[src/rtl/pc_pkg.sv]
// Shared types and constants for the fetch-stage program counter.
package pc_pkg;

    localparam int unsigned ILEN_BYTES = 4;

    typedef enum logic [2:0] {
        PC_SEL_SEQ,
        PC_SEL_RAS,
        PC_SEL_HOLD,
        PC_SEL_REDIRECT,
        PC_SEL_ERET,
        PC_SEL_TRAP,
        PC_SEL_RESET
    } pc_sel_t;

    // True for the sources that actually advance fetch; only these may touch the RAS.
    function automatic logic sel_advances(input pc_sel_t sel);
        return (sel == PC_SEL_SEQ) || (sel == PC_SEL_RAS);
    endfunction

endpackage

[src/rtl/return_address_stack.sv]
// Circular return-address stack with saturating count and replace-top on push+pop.
module return_address_stack
    import pc_pkg::*;
#(
    parameter int unsigned XLEN  = 32,
    parameter int unsigned DEPTH = 4
) (
    input  logic            CLK,
    input  logic            RES,
    input  logic            push,
    input  logic            pop,
    input  logic            clear,
    input  logic [XLEN-1:0] pushData,
    output logic [XLEN-1:0] topData,
    output logic            empty,
    output logic            full
);

    localparam int unsigned PtrW = (DEPTH > 1) ? $clog2(DEPTH) : 1;
    localparam int unsigned CntW = $clog2(DEPTH + 1);

    logic [XLEN-1:0] mem_q [DEPTH];
    logic [PtrW-1:0] ptr_q, ptr_d;
    logic [CntW-1:0] cnt_q, cnt_d;
    logic            we;
    logic [PtrW-1:0] waddr;
    logic            do_pop;

    assign empty   = (cnt_q == '0);
    assign full    = (cnt_q == CntW'(DEPTH));
    assign topData = mem_q[ptr_q];
    assign do_pop  = pop && !empty;

    always_comb begin
        ptr_d = ptr_q;
        cnt_d = cnt_q;
        we    = 1'b0;
        waddr = ptr_q;
        if (clear) begin
            ptr_d = '0;
            cnt_d = '0;
        end else if (push && do_pop) begin
            we = 1'b1;
        end else if (push) begin
            // Pointer wraps modulo DEPTH, so a push when full overwrites the oldest entry.
            ptr_d = ptr_q + PtrW'(1);
            waddr = ptr_d;
            we    = 1'b1;
            if (!full) begin
                cnt_d = cnt_q + CntW'(1);
            end
        end else if (do_pop) begin
            ptr_d = ptr_q - PtrW'(1);
            cnt_d = cnt_q - CntW'(1);
        end
    end

    always_ff @(posedge CLK) begin
        if (RES) begin
            ptr_q <= '0;
            cnt_q <= '0;
        end else begin
            ptr_q <= ptr_d;
            cnt_q <= cnt_d;
        end
    end

    always_ff @(posedge CLK) begin
        if (we) begin
            mem_q[waddr] <= pushData;
        end
    end

endmodule

[src/rtl/pc_unit.sv]
// Fetch-stage program counter: prioritised next-PC selection, trap EPC and RAS prediction.
module pc_unit
    import pc_pkg::*;
#(
    parameter int unsigned    XLEN         = 32,
    parameter logic [XLEN-1:0] RESET_VECTOR = '0,
    parameter logic [XLEN-1:0] TRAP_VECTOR  = XLEN'(32'h0000_0100),
    parameter int unsigned    RAS_DEPTH    = 4
) (
    input  logic            CLK,
    input  logic            RES,
    input  logic            stall,
    input  logic            redirect,
    input  logic [XLEN-1:0] redirectTarget,
    input  logic            trap,
    input  logic [XLEN-1:0] trapPc,
    input  logic            eret,
    input  logic            call,
    input  logic            ret,
    output logic [XLEN-1:0] PC,
    output logic [XLEN-1:0] pcPlus4,
    output logic [XLEN-1:0] epc,
    output logic            rasEmpty,
    output logic            misaligned
);

    pc_sel_t         sel;
    logic [XLEN-1:0] pc_q, pc_d;
    logic [XLEN-1:0] epc_q, epc_d;
    logic            mis_q, mis_d;
    logic [XLEN-1:0] ras_top;
    logic            ras_push;
    logic            ras_pop;
    logic            ras_clear;
    logic            unused_ras_full;

    assign pcPlus4    = pc_q + XLEN'(ILEN_BYTES);
    assign PC         = pc_q;
    assign epc        = epc_q;
    assign misaligned = mis_q;

    always_comb begin
        sel = PC_SEL_SEQ;
        if (RES) begin
            sel = PC_SEL_RESET;
        end else if (trap) begin
            sel = PC_SEL_TRAP;
        end else if (eret) begin
            sel = PC_SEL_ERET;
        end else if (redirect) begin
            sel = PC_SEL_REDIRECT;
        end else if (stall) begin
            sel = PC_SEL_HOLD;
        end else if (ret && !rasEmpty) begin
            sel = PC_SEL_RAS;
        end
    end

    always_comb begin
        pc_d  = pcPlus4;
        epc_d = epc_q;
        mis_d = 1'b0;
        case (sel)
            PC_SEL_RESET: begin
                pc_d  = RESET_VECTOR;
                epc_d = '0;
            end
            PC_SEL_TRAP: begin
                pc_d  = TRAP_VECTOR;
                epc_d = trapPc;
            end
            PC_SEL_ERET:     pc_d = epc_q;
            PC_SEL_REDIRECT: begin
                pc_d  = {redirectTarget[XLEN-1:2], 2'b00};
                mis_d = |redirectTarget[1:0];
            end
            PC_SEL_HOLD:     pc_d = pc_q;
            PC_SEL_RAS:      pc_d = ras_top;
            default:         pc_d = pcPlus4;
        endcase
    end

    // With call+ret together the RAS replaces its top, so the popped value must be read first.
    assign ras_push  = call && sel_advances(sel);
    assign ras_pop   = (sel == PC_SEL_RAS);
    assign ras_clear = (sel == PC_SEL_TRAP);

    return_address_stack #(
        .XLEN  (XLEN),
        .DEPTH (RAS_DEPTH)
    ) u_ras (
        .CLK      (CLK),
        .RES      (RES),
        .push     (ras_push),
        .pop      (ras_pop),
        .clear    (ras_clear),
        .pushData (pcPlus4),
        .topData  (ras_top),
        .empty    (rasEmpty),
        .full     (unused_ras_full)
    );

    always_ff @(posedge CLK) begin
        if (RES) begin
            pc_q  <= RESET_VECTOR;
            epc_q <= '0;
            mis_q <= 1'b0;
        end else begin
            pc_q  <= pc_d;
            epc_q <= epc_d;
            mis_q <= mis_d;
        end
    end

endmodule

[config.mk]
export PLATFORM = sky130hd
export DESIGN_NAME = pc_unit
export DESIGN_NICKNAME = d
export VERILOG_FILES = /design/src/rtl/pc_pkg.sv /design/src/rtl/return_address_stack.sv /design/src/rtl/pc_unit.sv
export SDC_FILE = /design/constraint.sdc
export NUM_CORES = 1
export LEC_CHECK = 0
export ABC_CLOCK_PERIOD_IN_PS = 11830
export CAP_MARGIN = 10
export CORE_MARGIN = 8
export CORE_UTILIZATION = 36
export DETAILED_ROUTE_END_ITERATION = 8
export PLACE_DENSITY_LB_ADDON = 0.2
export SLEW_MARGIN = 20
export SYNTH_ARGS = -nofsm -noshare
export SYNTH_HDL_FRONTEND = slang
export SYNTH_HIERARCHICAL = 1
export SYNTH_SLANG_ARGS = --single-unit
[constraint.sdc]
create_clock -name CLK -period 11.83 [get_ports CLK]
set_clock_uncertainty 0.1 [all_clocks]
set_input_delay 2.366 -clock CLK [delete_from_list [all_inputs] [get_ports CLK]]
set_output_delay 2.366 -clock CLK [all_outputs]
set_load 0.03 [all_outputs]
# == Word-level counts from Yosys, hierarchy flattened ==
# Memories as Yosys holds them, arrays and structs flattened. A register that Yosys moved wholly into a read port is not among the register bits.
# Index checks and enable logic that the tools add are counted.
# word_totals
reg_bits,70
ram_bits,128
input_bits,72
wordCells,59
mem_count,1
# memory_table
memory,words,width,rd,rd_ports_with_merged_regs,write_ports,line,rtl
u_ras.mem_q,4,32,1,1,1,return_address_stack.sv:22,logic [XLEN-1:0] mem_q [DEPTH];
# classes
addsub,5
n_eq_ne,8
mux,23
bitwise,2
reduce_logical,15
# op_table
operator,n
case mux 32 bit (6 select lines),1
case mux 32 bit (2 select lines),1
adder 32 x 3 -> 32 bit (second input constant),1
two-way mux 2 bit,9
two-way mux 3 bit,6
equality test 3 bit (second input constant),4
equality test 3 x 2 -> 1 bit (second input constant),2
zero test 3 bit,2
two-way mux 1 bit,6
OR reduction 2 bit,3
logical AND 1 bit,4
nonzero test 2 bit,2
adder 3 x 1 -> 3 bit (second input constant),1
equality test 3 x 1 -> 1 bit (second input constant),1
AND reduction 3 bit,1
subtractor 3 x 1 -> 3 bit (second input constant),1
adder 2 x 1 -> 2 bit (second input constant),1
inequality test 2 bit (second input constant),1
inverter 1 bit,2
AND reduction 2 bit,1
subtractor 2 x 1 -> 2 bit (second input constant),1
zero test 1 bit,1
logical OR 1 bit,1

# == Logic depth before layout (Yosys ltp) ==
# Gate-level depths: netlist of run 1.
# depth
word_depth,17
mapped_depth,10
mapped_depth_nobuf,9

# == Hierarchy ==
# Netlist of run 1, hierarchy kept.
# by_module_without_submodules
module,n_inst,cells_per_inst,area_per_inst_um2
return_address_stack,1,232,5129.9
pc_unit,1,510,3983.8

# == Least setup slack after synthesis of run 1 ==
# Ideal clock, no wire load.
# synth_path
path_kind,in2reg
from,in eret
to,mem u_ras.mem_q[1][0] (enable)
arrival_ns,5.715
required_time_ns,11.289
slack_ns,5.574
path_stages,8
n_path_buf,1
path_cell_list,clkbuf_1 -> nor3_1 -> and3_1 -> inv_1 -> ha_1 -> nor2b_1 -> nand3_1 -> a31oi_1
# synth_between
elab_chain_cells,11
elab_cells_between_ends,18
cone_classes,eq/ne: 2; mux: 11; reduce/logical: 5
# synth_lines
item,line,rtl
from (decl),pc_unit.sv:17,"input logic eret,"
two-way mux 3 bit *,pc_unit.sv:48,end else if (eret) begin
two-way mux 3 bit *,pc_unit.sv:46,end else if (trap) begin
two-way mux 3 bit *,pc_unit.sv:44,if (RES) begin
equality test 3 x 1 -> 1 bit / zero test 3 bit (equally long branches),pc_pkg.sv:18,return (sel == PC_SEL_SEQ) || (sel == PC_SEL_RAS);
logical OR 1 bit *,pc_pkg.sv:18,
logical AND 1 bit *,pc_unit.sv:84,assign ras_push = call && sel_advances(sel);
via ras_push,pc_unit.sv:32,logic ras_push;
two-way mux 1 bit / logical AND 1 bit (equally long branches),"return_address_stack.sv:44, return_address_stack.sv:42",
two-way mux 1 bit,return_address_stack.sv:42,end else if (push && do_pop) begin
two-way mux 1 bit,return_address_stack.sv:39,if (clear) begin
two-way mux 1 bit,return_address_stack.sv:69,if (we) begin
two-way mux 1 bit (not written as such),return_address_stack.sv:70,mem_q[waddr] <= pushData;
to (decl),return_address_stack.sv:22,
# Mark *: on every way through the listed nets, which the timed path passes. The rest lies on a longest branch.

# == Worst setup path in the final report of run 1 ==
# layout_path
from,reg pc_q[3] (netlist: PC[3])
to,out pcPlus4[30]
# layout_between
elab_chain_cells,1
# layout_lines
item,line,rtl
from (decl),pc_unit.sv:28,"logic [XLEN-1:0] pc_q, pc_d;"
from (signal assigned),pc_unit.sv:109,pc_q <= pc_d;
adder 32 x 3 -> 32 bit,pc_unit.sv:37,assign pcPlus4 = pc_q + XLEN'(ILEN_BYTES);
to (decl),pc_unit.sv:21,"output logic [XLEN-1:0] pcPlus4,"
# No other way between the ends.

==> results of run 1 <==
## cell usage in the layout, fill, tap and decap left out, drive strengths merged, types with 18 or more instances in the layout
master         instances
clkdlybuf4s50        167
edfxtp               128
inv                   18
dfxtp                 72
mux4                  32
buf                   19
nand3                 24
clkbuf                19
o21ai                 30
nand2                 42
a21oi                 56
nor2                  66
mux2i                 34
## final cells by class
class / instances / share of cell area, %
Clock buffer: 19 / 3.767
Clock inverter: 13 / 0.9684
Inverter: 11 / 0.3512
Multi-Input combinational cell: 480 / 30.71
Sequential cell: 200 / 44.96
Tap cell: 330 / 3.512
Timing Repair Buffer: 186 / 15.73
## sequential cells by signal, summed over array words and instances, names as in the netlist, named ones only
register and flops:
u_ras/mem_q 128, PC 32, epc 32, u_ras/cnt_q 3, u_ras/ptr_q 2, misaligned 1
## worst min path at each step
stage / from / to / slack, ns / cells past startpoint
floorplan: u_ras/cnt_q[1] / u_ras/cnt_q[1] / 0.37 / 2
global placement: epc[24] / epc[24] / 0.41 / 2
finish: u_ras/cnt_q[1] / u_ras/cnt_q[1] / 0.42 / 2
detailed placement: epc[24] / epc[24] / 0.41 / 2
CTS: u_ras/cnt_q[1] / u_ras/cnt_q[1] / 0.43 / 2
global route: epc[22] / epc[22] / 0.46 / 2
## layer usage
metal,GRT usage (%),vias to the layer above
li1,-,3139
met1,24.50,3375
met2,29.93,301
met3,4.986,23
met4,3.921,0
met5,0,-
## power breakdown
| part | total, mW | switching [mW] | internal [mW] | leakage (nW) |
|---|---|---|---|---|
| logic | 0.153 | 0.0854 | 0.0677 | 2.05 |
| registers | 0.762 | 0.0140 | 0.748 | 1.78 |
| clock network | 0.562 | 0.280 | 0.283 | 0.272 |
| total | 1.48 | 0.379 | 1.10 | 4.10 |
## worst min-delay path, stage by stage (launching register included)
cell and delay [ns]:
dfxtp_1 0.36, inv_1 0.07, a21oi_1 0.05
==> results.json, run 1 <==
{
  "layout.cells.non_filler": 1239,
  "crit_path_max_incr_delay_ns": 0.88,
  "hp-class": "reg2reg",
  "crit_slowest_cell": "nor4_4",
  "slew_violations": 0,
  "postSynthAreaPerCell_sq_um": 12.29,
  "dp_slack_ns": 5.647,
  "end_kind": "output pin",
  "setup_viol": 0,
  "htree_levels": 4,
  "power.density_nw_per_um2": 125.7,
  "root_buffer": "clkbuf_16",
  "crit_family": "simple AND/OR/NAND/NOR gates",
  "cp_max_fo": 15,
  "r2r_end": "u_ras/mem_q[3][23]",
  "die_x_microns": 175.1,
  "worst_pin_slew_ns": 1.097,
  "endpoint": "pcPlus4[30]",
  "status": "completed",
  "syn-num-nets": 819,
  "via_per_inst": 5.519,
  "dp_hpwl_mm": 19.70,
  "yosysWarnings": 6,
  "crit_cells": 6,
  "finalHoldViolCount": 0,
  "drc": 0,
  "cp-startpoint": "PC[3]",
  "holdBufCountCts": 0,
  "post-cts-setup-buffers": 0,
  "grt_max_degree": 44,
  "finalInstanceArea_sq_um": 11760,
  "dpl.cell_count": 1205,
  "grt_pass1_vias": 6840,
  "place_area_sq_um": 11150,
  "cts_buffer_depth": 2,
  "cp.buffers_inverters": 1,
  "peakVddDrop_mv": 0.1001,
  "drtIter0Drc": 535,
  "rsz0062_at_grt": "no",
  "fmax_ghz": 0.1545,
  "cp.required_ns": 9.36,
  "antenna_found_initial": 0,
  "die_h_microns": 175.1,
  "period_share_pct": 54.70,
  "fin_crit_ns": 6.471,
  "path_class": "reg2out",
  "path_cells": "ha_1, nand4_1, nor4_4, nand4_2, xnor2_1, clkdlybuf4s50_1",
  "finalSetupTns_ns": 0,
  "layout-drive-gt1-share_pct": 11.11,
  "hold_slack_ns": 0.4226,
  "cts_tree": "yes",
  "dieArea_sq_um": 30640,
  "netlist_instances": 741,
  "met2_length_mm": 13.55,
  "overflow": 0,
  "port_buffers": 169,
  "place_congestion": 0.8192,
  "fin_util_pct": 46.96,
  "area_delta_synth_final_pct": 29.10,
  "multi_input_area_sq_um": 3611,
  "fp-row-count": 58,
  "clkTransAtPathRegs_ns": 0.07,
  "nFillCells": 2275,
  "r2r_slack_ns": 7.95,
  "coreArea_sq_um": 25040,
  "diodes": 0,
  "r2r_cells": 12,
  "vias": 6838,
  "syn_area_sq_um": 9107,
  "dr.pass1.iters": 5,
  "start_util_pct": 36.38,
  "cts_buffers": 17,
  "r2r-start": "u_ras/cnt_q[0]",
  "finalWorstSetupSlack_ns": 5.359,
  "wl_met3_mm": 2.242,
  "grt_pass1_wl_mm": 43.03,
  "avgRoutedWirePerCell_microns": 23.18,
  "wirelength_mm": 28.73,
  "met1_length_mm": 12.63,
  "cts.sinks": 200,
  "seq_area_sq_um": 5286,
  "nNetsFinal": 974,
  "num_io_pins": 170,
  "startpoint_type": "flip-flop",
  "timing.slew.headroom_pct": 26.61,
  "totalPowerFinal_mw": 1.478,
  "topRoutingLayerUsed": "met4",
  "insertion_delay_ns": 0.44,
  "ctsResizeCount": 0,
  "ant_nets": 0,
  "grtUsageTotal_pct": 18.50,
  "max_cap_violations": 0,
  "worst-endpoint-arrival_ns": 4.01,
  "leakagePower_nw": 4.100
}
Power figures use the tool's default switching activity.
==> run 2: changes to the inputs <==
ABC_CLOCK_PERIOD_IN_PS = 5850   (was 11830)
clock period = 5.85 ns   (was 11.83 ns; I/O delays follow)
==> run 2 against run 1 <==
Against the previous run:
- routed wire length is 0.29% lower
- first-iteration DRC count up 7.3%
- via count shrank 0.72%
- sequential cell count unchanged
- non-clock buffer count did not move
- critical endpoint is now pcPlus4[28]
==> results.json, run 2 (synthesized netlist as in run 1, its figures left out) <==
{
  "status": "completed",
  "setup_viol": 0,
  "ant_nets": 0,
  "port_buffers": 169,
  "cp-startpoint": "PC[3]",
  "avgRoutedWirePerCell_microns": 23.12,
  "wirelength_mm": 28.64,
  "die_h_microns": 175.1,
  "antenna_found_initial": 0,
  "met1_length_mm": 12.85,
  "largest_register_ffs": 128,
  "dieArea_sq_um": 30640,
  "topRoutingLayerUsed": "met4",
  "ctsResizeCount": 0,
  "drc": 0,
  "num_io_pins": 170,
  "grt_pass1_vias": 6786,
  "final_cell_mix": "clkdlybuf4s50_1, edfxtp_1, dfxtp_1, nor2_1, a21oi_1",
  "r2r_slack_ns": 2.46,
  "endpoint": "pcPlus4[28]",
  "finalSetupTns_ns": 0,
  "max_cap_violations": 0,
  "fmax_ghz": 0.1935,
  "finalHoldViolCount": 0,
  "r2r_end": "u_ras/mem_q[1][12]",
  "cp.buffers_inverters": 1,
  "crit_family": "simple AND/OR/NAND/NOR gates",
  "layout.cells.non_filler": 1239,
  "grtUsageTotal_pct": 18.62,
  "crit_slowest_cell": "nor4_4",
  "worst-endpoint-arrival_ns": 3.90,
  "die_x_microns": 175.1,
  "dpl.cell_count": 1207,
  "end_kind": "output pin",
  "timing.slew.headroom_pct": 28.28,
  "root_buffer": "clkbuf_16",
  "start_util_pct": 36.38,
  "via_per_inst": 5.479,
  "cp_max_fo": 15,
  "overflow": 0,
  "wl_met3_mm": 2.253,
  "peakVddDrop_mv": 0.1930,
  "diodes": 0,
  "htree_levels": 4,
  "cts_tree": "yes",
  "dp_hpwl_mm": 19.97,
  "place_congestion": 0.8096,
  "power.density_nw_per_um2": 258.4,
  "area_delta_synth_final_pct": 29.66,
  "r2r-start": "u_ras/cnt_q[0]",
  "slew_violations": 0,
  "post-cts-setup-buffers": 0,
  "crit_cells": 6,
  "insertion_delay_ns": 0.43,
  "grt_max_degree": 40,
  "totalPowerFinal_mw": 3.052,
  "holdBufCountCts": 0,
  "layout_commonest_cell": "clkdlybuf4s50_1",
  "coreArea_sq_um": 25040,
  "path_cells": "ha_1, nand4_1, nor4_4, and4_1, xor2_1, clkdlybuf4s50_1",
  "cts.sinks": 200,
  "period_share_pct": 88.35,
  "cts_buffers": 17,
  "nNetsFinal": 974,
  "startpoint_type": "flip-flop",
  "fin_crit_ns": 5.169,
  "place_area_sq_um": 11210,
  "crit_path_max_incr_delay_ns": 0.81,
  "cts_buffer_depth": 2,
  "clkTransAtPathRegs_ns": 0.07,
  "worst_pin_slew_ns": 1.073,
  "met2_length_mm": 13.30,
  "fp-row-count": 58,
  "largest-register": "u_ras/mem_q",
  "hp-class": "reg2reg",
  "finalInstanceArea_sq_um": 11810,
  "leakagePower_nw": 4.122,
  "dr.pass1.iters": 7,
  "rsz0062_at_grt": "no",
  "layout-drive-gt1-share_pct": 11.11,
  "cp.required_ns": 4.58,
  "vias": 6789,
  "path_class": "reg2out",
  "r2r_cells": 10,
  "grt_pass1_wl_mm": 43.40,
  "drtIter0Drc": 574
}
==> run 2: cell types whose count changed in the layout (fill, tap and decap cells not counted), moves of 2 or more <==
cell	change
buf_12	+4
clkinv_4	+3
buf_16	-2
buf_4	-2
bufinv_16	+2
clkinv_2	-2
clkinvlp_4	-2
inv_6	+2
==> run 2: per-layer routing <==
| metal | track usage (%) | up-vias |
|---|---|---|
| met4 | 3.674 | 0 |
| met2 | 29.23 | 282 |
| met5 | 0 | - |
| met1 | 25.53 | 3354 |
| li1 | - | 3137 |
| met3 | 4.964 | 16 |
==> run 2: worst min path at each step <==
stage          depth (start not counted)        endpoint            from  slack, ns
4_1_cts                                2  u_ras/cnt_q[1]  u_ras/cnt_q[1]       0.42
3_5_place_dp                           2  u_ras/cnt_q[1]  u_ras/cnt_q[1]       0.41
3_3_place_gp                           2         epc[31]         epc[31]       0.41
5_1_grt                                2         epc[26]         epc[26]       0.45
2_1_floorplan                          2  u_ras/cnt_q[1]  u_ras/cnt_q[1]       0.37
6_report                               2         epc[31]         epc[31]       0.43
==> run 2: metrics by stage <==
stage	setup slack, ns	hold slack, ns	utilization, %
3_5_place_dp	1.167	0.4087	44.77
4_1_cts	0.6793	0.4222	47.15
2_1_floorplan	0.7905	0.3691	-
6_report	0.6814	0.4320	47.17
3_3_place_gp	1.214	0.4096	44.77
5_1_grt	0.5029	0.4532	47.17
==> run 2: area by class of cell <==
type	instances	area [sq um]
fill	2286	13230
sequential	200	5286
multi-input combinational	480	3615
timing repair buffer	186	1859
clock buffer	19	432.9
tap	330	412.9
clock inverter	13	161.4
inverter	11	41.29
==> run 2: power by group <==
part,internal (mW),switching (mW)
sequential,1.51,0.0281
clock,0.648,0.554
combinational,0.137,0.172
total,2.30,0.754
==> run 2: worst register-to-register path, cell delays in order, from the launching register on <==
cell	delay [ns]
dfxtp_1	0.38
nor3_2	0.59
nor4b_4	0.11
and2_1	0.18
nand2b_1	0.13
inv_1	0.06
ha_1	0.30
nor2b_1	0.30
nand3_1	0.16
a31oi_4	0.49
buf_12	0.28
